**config.mk**
```make
export PLATFORM = sky130hd
export DESIGN_NAME = xbar_sched_flat
export DESIGN_NICKNAME = d
export VERILOG_FILES = /design/src/rtl/xbar_sched_if.sv /design/src/rtl/xbar_sched.sv /design/src/flat_wrapper.sv
export SDC_FILE = /design/constraint.sdc
export NUM_CORES = 1
export LEC_CHECK = 0
export BUFFER_PORTS_ARGS = -buffer_cell sky130_fd_sc_hd__buf_2
export CAP_MARGIN = 20
export CELL_PAD_IN_SITES_DETAIL_PLACEMENT = 0
export CELL_PAD_IN_SITES_GLOBAL_PLACEMENT = 1
export CORE_ASPECT_RATIO = 1.1
export CORE_UTILIZATION = 33
export DETAILED_ROUTE_END_ITERATION = 7
export HOLD_SLACK_MARGIN = 0.15
export MAX_ROUTING_LAYER = met4
export PLACE_DENSITY = 0.76
export SYNTH_ARGS = -nofsm -noshare
export SYNTH_HDL_FRONTEND = slang
export SYNTH_SLANG_ARGS = --single-unit
```
**constraint.sdc**
```tcl
create_clock -name clk -period 3.2 [get_ports clk]
set_input_delay 0.16 -clock clk [delete_from_list [all_inputs] [get_ports clk]]
set_output_delay 0.16 -clock clk [all_outputs]
set_load 0.01 [all_outputs]
```
**src/rtl/xbar_sched_if.sv**
```systemverilog
// Handshake bundle between the input queues, the crossbar scheduler and the output queues.
// The master side drives the queue heads and the downstream ready bits.
interface xbar_sched_if #(
    parameter int PKT_W = 32
);
    logic                  en;
    logic [3:0][PKT_W-1:0] in_pkt;
    logic [3:0]            in_avail;
    logic [3:0]            in_pop;
    logic [3:0][PKT_W-1:0] out_pkt;
    logic [3:0]            out_valid;
    logic [3:0]            out_ready;
    logic                  drop;
    logic [15:0]           stall_cnt;

    modport master (
        output en, in_pkt, in_avail, out_ready,
        input  in_pop, out_pkt, out_valid, drop, stall_cnt
    );

    modport slave (
        input  en, in_pkt, in_avail, out_ready,
        output in_pop, out_pkt, out_valid, drop, stall_cnt
    );
endinterface

```
**src/rtl/xbar_sched.sv**
```systemverilog
// Round-robin packet scheduler for a 4x4 router crossbar with one holding register per output port.
// A packet is granted only when its output stage is free or draining this cycle, so a blocked port never stalls the others.
module xbar_sched #(
    parameter int ROUTERID = 0
) (
    input logic         clk,
    input logic         rst_b,
    xbar_sched_if.slave bus
);

    logic [3:0][1:0] dest_port;
    logic [3:0]      dest_ok;
    logic [3:0]      can_take;
    logic [3:0]      elig;
    logic            grant_vld;
    logic [1:0]      grant_idx;
    logic [1:0]      scan_idx;
    logic [1:0]      rr_ptr;
    logic [2:0]      route_res;

    // Returns {valid, port}; destinations on the far router leave through port 3.
    function automatic logic [2:0] route(input logic [3:0] d);
        if (d > 4'd5)
            return 3'b000;
        if (ROUTERID == 0)
            return (d < 4'd3) ? {1'b1, d[1:0]} : 3'b111;
        return (d >= 4'd3) ? {1'b1, 2'(d - 4'd3)} : 3'b111;
    endfunction

    // NOTE: every always_comb output gets a default first so no path leaves it unassigned (no latch).
    always_comb begin
        dest_port = '0;
        dest_ok   = '0;
        elig      = '0;
        grant_vld = 1'b0;
        grant_idx = rr_ptr;
        scan_idx  = rr_ptr;
        route_res = '0;
        can_take  = ~bus.out_valid | bus.out_ready;

        for (int i = 0; i < 4; i++) begin
            route_res    = route(bus.in_pkt[i][27:24]);
            dest_ok[i]   = route_res[2];
            dest_port[i] = route_res[1:0];
            elig[i]      = bus.en & bus.in_avail[i] & (~dest_ok[i] | can_take[dest_port[i]]);
        end

        // Scan from the farthest offset down so the nearest eligible input after rr_ptr wins.
        for (int k = 3; k >= 0; k--) begin
            scan_idx = rr_ptr + k[1:0];
            if (elig[scan_idx]) begin
                grant_vld = 1'b1;
                grant_idx = scan_idx;
            end
        end

        bus.in_pop = (grant_vld && rst_b) ? (4'b0001 << grant_idx) : 4'b0000;
    end

    // NOTE: sequential state uses non-blocking assignments so every register samples pre-edge values.
    always_ff @(posedge clk or negedge rst_b) begin
        if (!rst_b) begin
            // NOTE: the packet registers are reset too, so out_pkt reads zero after reset rather than stale data.
            bus.out_pkt   <= '0;
            bus.out_valid <= '0;
            bus.drop      <= 1'b0;
            bus.stall_cnt <= '0;
            rr_ptr        <= '0;
        end else begin
            bus.drop <= grant_vld & ~dest_ok[grant_idx];

            if (grant_vld)
                rr_ptr <= grant_idx + 2'd1;
            else if (bus.en && (bus.in_avail != 4'b0000) && (bus.stall_cnt != 16'hFFFF))
                bus.stall_cnt <= bus.stall_cnt + 16'd1;

            for (int p = 0; p < 4; p++) begin
                if (grant_vld && dest_ok[grant_idx] && (dest_port[grant_idx] == 2'(p))) begin
                    bus.out_pkt[p]   <= bus.in_pkt[grant_idx];
                    bus.out_valid[p] <= 1'b1;
                end else if (bus.out_ready[p]) begin
                    bus.out_valid[p] <= 1'b0;
                end
            end
        end
    end

endmodule

```
**src/flat_wrapper.sv**
```systemverilog
// flat-port wrapper written by rule: the top's interface ports become plain ports
module xbar_sched_flat 
#(
    parameter int ROUTERID = 0
)
  (clk, rst_b, bus_en, bus_in_pkt, bus_in_avail, bus_out_ready, bus_in_pop, bus_out_pkt, bus_out_valid, bus_drop, bus_stall_cnt);
  xbar_sched_if #(.PKT_W(32)) bus_i ();
  input logic clk;
  input logic rst_b;
  input wire logic [$bits(bus_i.en)-1:0] bus_en;
  input wire logic [$bits(bus_i.in_pkt)-1:0] bus_in_pkt;
  input wire logic [$bits(bus_i.in_avail)-1:0] bus_in_avail;
  input wire logic [$bits(bus_i.out_ready)-1:0] bus_out_ready;
  output wire logic [$bits(bus_i.in_pop)-1:0] bus_in_pop;
  output wire logic [$bits(bus_i.out_pkt)-1:0] bus_out_pkt;
  output wire logic [$bits(bus_i.out_valid)-1:0] bus_out_valid;
  output wire logic [$bits(bus_i.drop)-1:0] bus_drop;
  output wire logic [$bits(bus_i.stall_cnt)-1:0] bus_stall_cnt;
  assign bus_i.en = bus_en;
  assign bus_i.in_pkt = bus_in_pkt;
  assign bus_i.in_avail = bus_in_avail;
  assign bus_i.out_ready = bus_out_ready;
  assign bus_in_pop = bus_i.in_pop;
  assign bus_out_pkt = bus_i.out_pkt;
  assign bus_out_valid = bus_i.out_valid;
  assign bus_drop = bus_i.drop;
  assign bus_stall_cnt = bus_i.stall_cnt;
  xbar_sched #(.ROUTERID(ROUTERID)) u_core (.clk(clk), .rst_b(rst_b), .bus(bus_i));
endmodule
```
==> results of run 1 <==
## worst min-delay path by stage
stage	cells after the start	end	slack [ns]
after detailed placement	1	u_core.bus.out_pkt[17]$_DFFE_PN0P_	0.20
after CTS	4	u_core.bus.out_pkt[5]$_DFFE_PN0P_	0.16
after global routing	3	u_core.bus.out_valid[3]$_DFFE_PN0P_	0.19
after global placement	1	u_core.rr_ptr[0]$_DFFE_PN0N_	0.20
after floorplan	0	u_core.bus.drop$_DFF_PN0_	-0.14
final	4	u_core.bus.out_pkt[5]$_DFFE_PN0P_	0.18
## repair_timing
item | 4_1_cts | 5_1_grt
endpoints found under the hold margin | 154 | 0
setup buffers | 14 | 29
setup endpoints to repair | 125 | 135
cloned | 2 | 11
gates resized for setup | 43 | 120
pin swaps | 6 | 13
hold buffers | 90 | 0
## worst register-to-register path, stage by stage (launching register included)
cell and delay, ns:
dfrtp_1 0.41, and3b_1 0.18, o31a_1 0.25, or3_4 0.43
a31o_4 0.24, o211a_1 0.22, a311o_1 0.26, a211o_1 0.32
buf_6 0.15, nor3b_4 0.24, buf_6 0.16, clkbuf_16 0.16
mux2_4 0.31
## logic make-up after synthesis
family,after synthesis,share of synthesized area
xor gates and xnor gates,17,0.02082
adders and majority gates,1,0.001750
AOI/OAI and AO/OA,119,0.1290
buffers and inverters,43,0.02992
and+or+nand+nor,218,0.1517
muxes,87,0.1384
DFF,151,0.5284
## metal layers
metal / track usage / vias up / share of wire
li1: - / 3368 / -
met1: 0.2891 / 3639 / 0.40
met2: 0.4174 / 382 / 0.50
met3: 0.04896 / 69 / 0.065
met4: 0.1060 / 0 / 0.031
met5: - / - / 0
## stage by stage
step	hold WS (ns)	total power, mW	worst slack [ns]
floorplan	-0.1356	5.343	-0.007552
global placement	0.1974	7.337	-0.2930
detailed placement	0.2016	7.397	-0.3118
CTS	0.1581	10.12	-0.1689
global route	0.1874	11.44	-0.4040
finish	0.1798	10.91	-0.2492
## registers in the layout (all words and copies together) (netlist names)
signal / flops
u_core.rr_ptr: 2
u_core.bus.out_valid: 4
u_core.bus.out_pkt: 128
u_core.bus.drop: 1
u_core.bus.stall_cnt: 16
## synth_stat cells, drive strengths merged, types with 6 or more instances
cell type / count
nand2: 78
nor2b: 17
and3: 6
dfrtp: 151
a21oi: 13
inv: 8
nand3: 14
nor3: 9
or3: 6
xnor2: 12
or2: 8
a222oi: 30
nor2: 47
buf: 13
nand2b: 13
a31oi: 32
clkbuf: 22
mux2: 85
## cell type report
class                   instances  area share
clock buffers                  18     0.03540
well taps                     290     0.02925
inverters                       8    0.002421
multi-input cells             442      0.2978
clock inverters                14     0.01694
flip-flops and latches        151      0.3046
repair buffers                526      0.3136
## cell usage in the layout (no fill, tap or decap), types with 16 or more instances in the layout
master,instances
dlygate4sd3_1,90
buf_4,100
nor2_1,24
nand2_1,76
buf_6,19
a222oi_1,30
nor2_2,16
mux2_1,16
mux2_4,54
clkbuf_16,25
dfrtp_1,151
buf_2,290
a31oi_1,30
## where the power goes
| group | internal [mW] | total (mW) | switching, mW |
|---|---|---|---|
| Clock | 1.35 | 2.25 | 0.894 |
| Sequential | 2.73 | 3.26 | 0.538 |
| Combinational | 2.75 | 5.40 | 2.65 |
| Total | 6.83 | 10.9 | 4.08 |
==> results.md, run 1 <==
* R2R setup slack at -0.25 ns
* Num Clock Sinks at 151
* Starting Density at 0.3357
* #FFs+latches synth at 151
* Worst-margin pin slew at 0.6417 ns
* Worst Skew at 0.01372 ns
* Failing checks: design-rule violations, negative setup slack
* Netlist cell types at 57
* Fraction of registers with async set/reset at 1.000
* Largest net degree at the start of global routing at 90
* FF/Latch Area at 3779 sq um
* Yosys warns at 0
* Crit Reg-Reg Endpoint: u_core.bus.out_pkt[35]$_DFFE_PN0P_
* Main flop type after synthesis: dfrtp_1
* Die width at 142.4 um
* Non-Filler Instances at 1449
* EDFF count, synth at 0
* Crit path max-delay family: compound AO/OA/AOI/OAI gates
* Total track usage at 0.2485
* Multi-input gate area at 3695 sq um
* Final Critical Period at 3.449 ns
* Post-DRT Antenna Nets at 0
* Hold Vio Cnt, Final at 0
* Layout area overhead at 73.49%
* Rel. slew slack at 0.5722
* Area share of the largest cell type after synthesis at 0.5284
* Util after Layout at 0.5824
* Die height at 156.4 um
* Residual DRC at 3
* H-tree Lvls at 4
* Worst vdd ir at 0.0004685 V
* Proportion of layout cells with a drive suffix above 1 at 0.5229
* Leakage at 6.061 nW
* Max Cap Viol at 0
* Crit path cell chain: and3b_1 > o31a_1 > or3_4 > a31o_4 > o211a_1 > a311o_1 > a211o_1 > buf_6 > nor3b_4 > buf_6 > clkbuf_16 > mux2_4
* Post-Syn Area at 7151 sq um
* # port buffers at 291
* Crit. End Element: flop
* Worst path depth at 12
* Cells after Synth at 636
* Final nets at 1286
* Final WL at 29.60 mm
* Initial drt markers at 689
* Syn Area/Cell at 11.24 sq um
* Number of global-route vias before repair at 7305
* Fin crit share at 1.078
* Peak per-stage delay on the critical path at 0.43 ns
* ANT cells at 0
* Wire per inst at 20.43 um
* Ranking of synthesized cells by area: dfrtp_1 53%, mux2_1 7.9%, mux2_2 5.5%, a222oi_1 4.2%, nand2_1 4.1%
* Final Max Slew Viols at 0
* Iteration count of the initial detailed-routing pass at 8
* # IOs at 292
* CTS Buf Count at 17
* Syn Nets at 776
* Fillers at 1820
* Placed cell area at 9600 sq um
* Critical path required time at 3.51 ns
* Vias/cell at 5.147
* HPWL Detailed at 18.65 mm
* Die area at 22260 sq um
* CP max stage cell: or3_4
* Worst path bufs/invs at 3
* CTS tree: done
* WP data arrival at 3.76 ns
* First-pass GRT wire length at 40.22 mm
* Initial antenna violation count at 0
* Worst setup margin at -0.2492 ns
* PwrDens at 879.1 nW/um^2
* Clock Path Buffers at 2
* RSZ-0062 raised after global routing: true
* CTS Root Cell: clkbuf_16
* TNS Setup at -20.36 ns
* Core area at 21300 sq um
* Worst Hold Class: primary input to flop
* Most frequent cell on the critical path: buf_6
* # setup viols final at 123
* Placer Congestion at 0.8808
* Worst Path Max Fanout at 6
* Crit path from: u_core.bus.out_valid[1]$_DFFE_PN0P_
* Status: finished, violations left
* Max Freq at 0.2899 GHz
* Critical path class: flop to flop
* R2R Path Start: u_core.bus.out_valid[1]$_DFFE_PN0P_
* Post-synth top area cell: dfrtp_1
* Placed Cells at 1273
* Via count at 7458
* Skew-Pair Late Insertion Delay at 0.43 ns
* Final instance area at 12410 sq um
* Critical path endpoint: u_core.bus.out_pkt[35]$_DFFE_PN0P_
* Worst Min Path Start: bus_in_pkt[5]
* Clock slew at reported path FFs at 0.07 ns
* Startpoint Class: flop
* Cell row count at 56
* R2r worst-path depth at 12
* Seq/Total Area, Yosys at 0.5284
* GRT overflow at 0
(Power assumes the default switching activity.)
==> run 2, diff against run 1 <==
--- a/config.mk
+++ b/config.mk
@@ -12,6 +12,7 @@
 export CORE_ASPECT_RATIO = 1.1
 export CORE_UTILIZATION = 33
 export DETAILED_ROUTE_END_ITERATION = 7
+export GPL_TIMING_DRIVEN = 0
 export HOLD_SLACK_MARGIN = 0.15
 export MAX_ROUTING_LAYER = met4
 export PLACE_DENSITY = 0.76
==> results.md, run 2 (synthesized netlist as in run 1, its figures left out) <==
* Status: finished, violations left
* Failing checks: negative setup slack
* Crit path from: u_core.bus.out_valid[1]$_DFFE_PN0P_
* # IOs at 292
* Via count at 7248
* Vias/cell at 5.122
* Worst-margin pin slew at 0.9142 ns
* Cell row count at 56
* Worst path bufs/invs at 2
* Residual DRC at 0
* Most common cell after layout, fill and taps aside: buf_2
* Most frequent cells in the layout: 290 x buf_2, 151 x dfrtp_1, 101 x dlygate4sd3_1, 84 x mux2_4, 77 x nand2_1
* Wire per inst at 20.35 um
* Leakage at 5.987 nW
* Register share of total power at 0.299
* CTS Buf Count at 17
* Max reg flops at 128
* Clock slew at reported path FFs at 0.07 ns
* Die width at 142.4 um
* Post-DRT Antenna Nets at 0
* Starting Density at 0.3357
* Initial drt markers at 598
* First-pass GRT wire length at 41.03 mm
* Core area at 21300 sq um
* Regs by FF count: u_core.bus.out_pkt: 128 flops, u_core.bus.stall_cnt: 16 flops, u_core.bus.out_valid: 4 flops
* Final nets at 1253
* Startpoint Class: flop
* Initial antenna violation count at 1
* Proportion of layout cells with a drive suffix above 1 at 0.5205
* Largest net degree at the start of global routing at 96
* Uppermost layer routed: met4
* Worst Path Max Fanout at 10
* Fillers at 1808
* Max Cap Viol at 0
* Clock Path Buffers at 2
* GRT overflow at 0
* Worst Min Path Start: bus_in_pkt[77]
* Placer Congestion at 0.8773
* Critical path class: flop to flop
* HPWL Detailed at 18.62 mm
* R2R Path Start: u_core.bus.out_valid[1]$_DFFE_PN0P_
* Number of global-route vias before repair at 7343
* Final instance area at 12400 sq um
* WP data arrival at 3.69 ns
* # setup viols final at 122
* Worst Skew at 0.01535 ns
* Rel. slew slack at 0.3906
* Placed cell area at 9017 sq um
* Final WL at 28.79 mm
* Clk pwr share at 0.193
* Fin crit share at 1.055
* Sw Ratio at 0.3728
* Iteration count of the initial detailed-routing pass at 8
* Int Power at 6.875 mW
* Total track usage at 0.2548
* Die height at 156.4 um
* CTS tree: done
* Worst vdd ir at 0.0004697 V
* Hold Vio Cnt, Final at 0
* Worst setup margin at -0.1771 ns
* H-tree Lvls at 4
* CTS Root Cell: clkbuf_16
* WL met3 at 1.583 mm
* Top register by number of flip-flops: u_core.bus.out_pkt
* Skew-Pair Late Insertion Delay at 0.43 ns
* Die area at 22260 sq um
* Num Clock Sinks at 151
* PwrDens at 884.1 nW/um^2
* CP max stage cell: or3_4
* Max Freq at 0.2961 GHz
* WL met1 at 11.75 mm
* Crit. End Element: flop
* Final Max Slew Viols at 0
* Met2 WL at 14.49 mm
* RSZ-0062 raised after global routing: true
* Peak per-stage delay on the critical path at 0.43 ns
* Crit path max-delay family: compound AO/OA/AOI/OAI gates
* Crit path cell chain: and3b_1 > o31a_1 > or3_4 > a31o_4 > o211a_1 > a311o_1 > a211o_4 > nor3b_4 > buf_6 > buf_12 > mux2_4
* # port buffers at 290
* Combinational power share at 0.509
* WHS at 0.1851 ns
* Critical path required time at 3.51 ns
* Final Critical Period at 3.377 ns
* Layout area overhead at 73.39%
* NetSw at 4.086 mW
* Worst Hold Class: primary input to flop
## run 2: changes by cell type in the layout (fill, tap and decap cells not counted), moves of 10 or more
cell           previous run  this run
buf_4                   100        37
buf_6                    19        29
dlygate4sd3_1            90       101
mux2_1                   16         0
mux2_2                   15         1
mux2_4                   54        84
nor2_4                    7        17
## run 2: worst register-to-register path: cells and delay by family (launching register included)
kind / cells / cell delay [ns]
AND/OR/NAND/NOR: 3 / 0.85
multiplexers: 1 / 0.31
AO/OA/AOI/OAI: 5 / 1.35
flip-flops: 1 / 0.41
buffers and inverters: 2 / 0.33
## run 2: power groups by stage
stage | clock network (mW) | registers [mW] | logic (mW)
final | 2.11 | 3.27 | 5.58
after global routing | 2.23 | 3.37 | 5.94
after CTS | 2.15 | 3.17 | 4.94
after detailed placement | 0 | 3.17 | 3.89
after global placement | 0 | 3.14 | 3.86
after floorplan | 0 | 3.53 | 1.81
## run 2: worst paths after layout
check                                                      end  slack (ns)  cells after the start
max reg2reg                 u_core.bus.out_pkt[49]$_DFFE_PN0P_       -0.18                     11
min in group asynchronous   u_core.bus.out_pkt[89]$_DFFE_PN0P_        0.40                      2
max                         u_core.bus.out_pkt[49]$_DFFE_PN0P_       -0.18                     11
min reg2reg                 u_core.bus.out_pkt[89]$_DFFE_PN0P_        0.48                      1
min                        u_core.bus.out_pkt[109]$_DFFE_PN0P_        0.19                      4
max in group asynchronous    u_core.bus.out_pkt[4]$_DFFE_PN0P_        1.99                      3
## run 2: cell type report
cell class	count	area [sq um]	share of cell area
Sequential cell	151	3779	0.3048
Multi-Input combinational cell	444	3965	0.3198
Antenna cell	1	2.502	0.0002018
Clock inverter	13	173.9	0.01403
Buffer	31	400.4	0.03229
Clock buffer	17	425.4	0.03431
Tap cell	290	362.8	0.02927
Timing Repair Buffer	460	3259	0.2629
Inverter	8	30.03	0.002422
## run 2: what timing repair did
item,4_1_cts,5_1_grt
hold buffers,101,0
pin swaps,22,18
endpoints found under the hold margin,172,0
setup endpoints to repair,138,139
buffers inserted,41,19
gates resized for setup,159,142
cloned,1,9
## run 2: metal layers
layer  vias to the layer above  global-route usage
met3                        65             0.05141
met1                      3556              0.2995
li1                       3317                   -
met2                       310              0.4211
met4                         0              0.1137
met5                         -                   -
## run 2: metrics by stage
stage	worst slack, ns	setup TNS (ns)	power (mW)	util	std cells
finish	-0.1771	-12.99	10.96	0.5821	1415
global route	-0.2832	-25.95	11.54	0.5821	1415
detailed placement	-1.163	-130.32	7.059	0.4233	1217
global placement	-1.227	-190.87	6.999	0.4218	1216
floorplan	-0.007552	-0.03776	5.343	-	636
CTS	-0.1235	-7.219	10.25	0.5432	1389
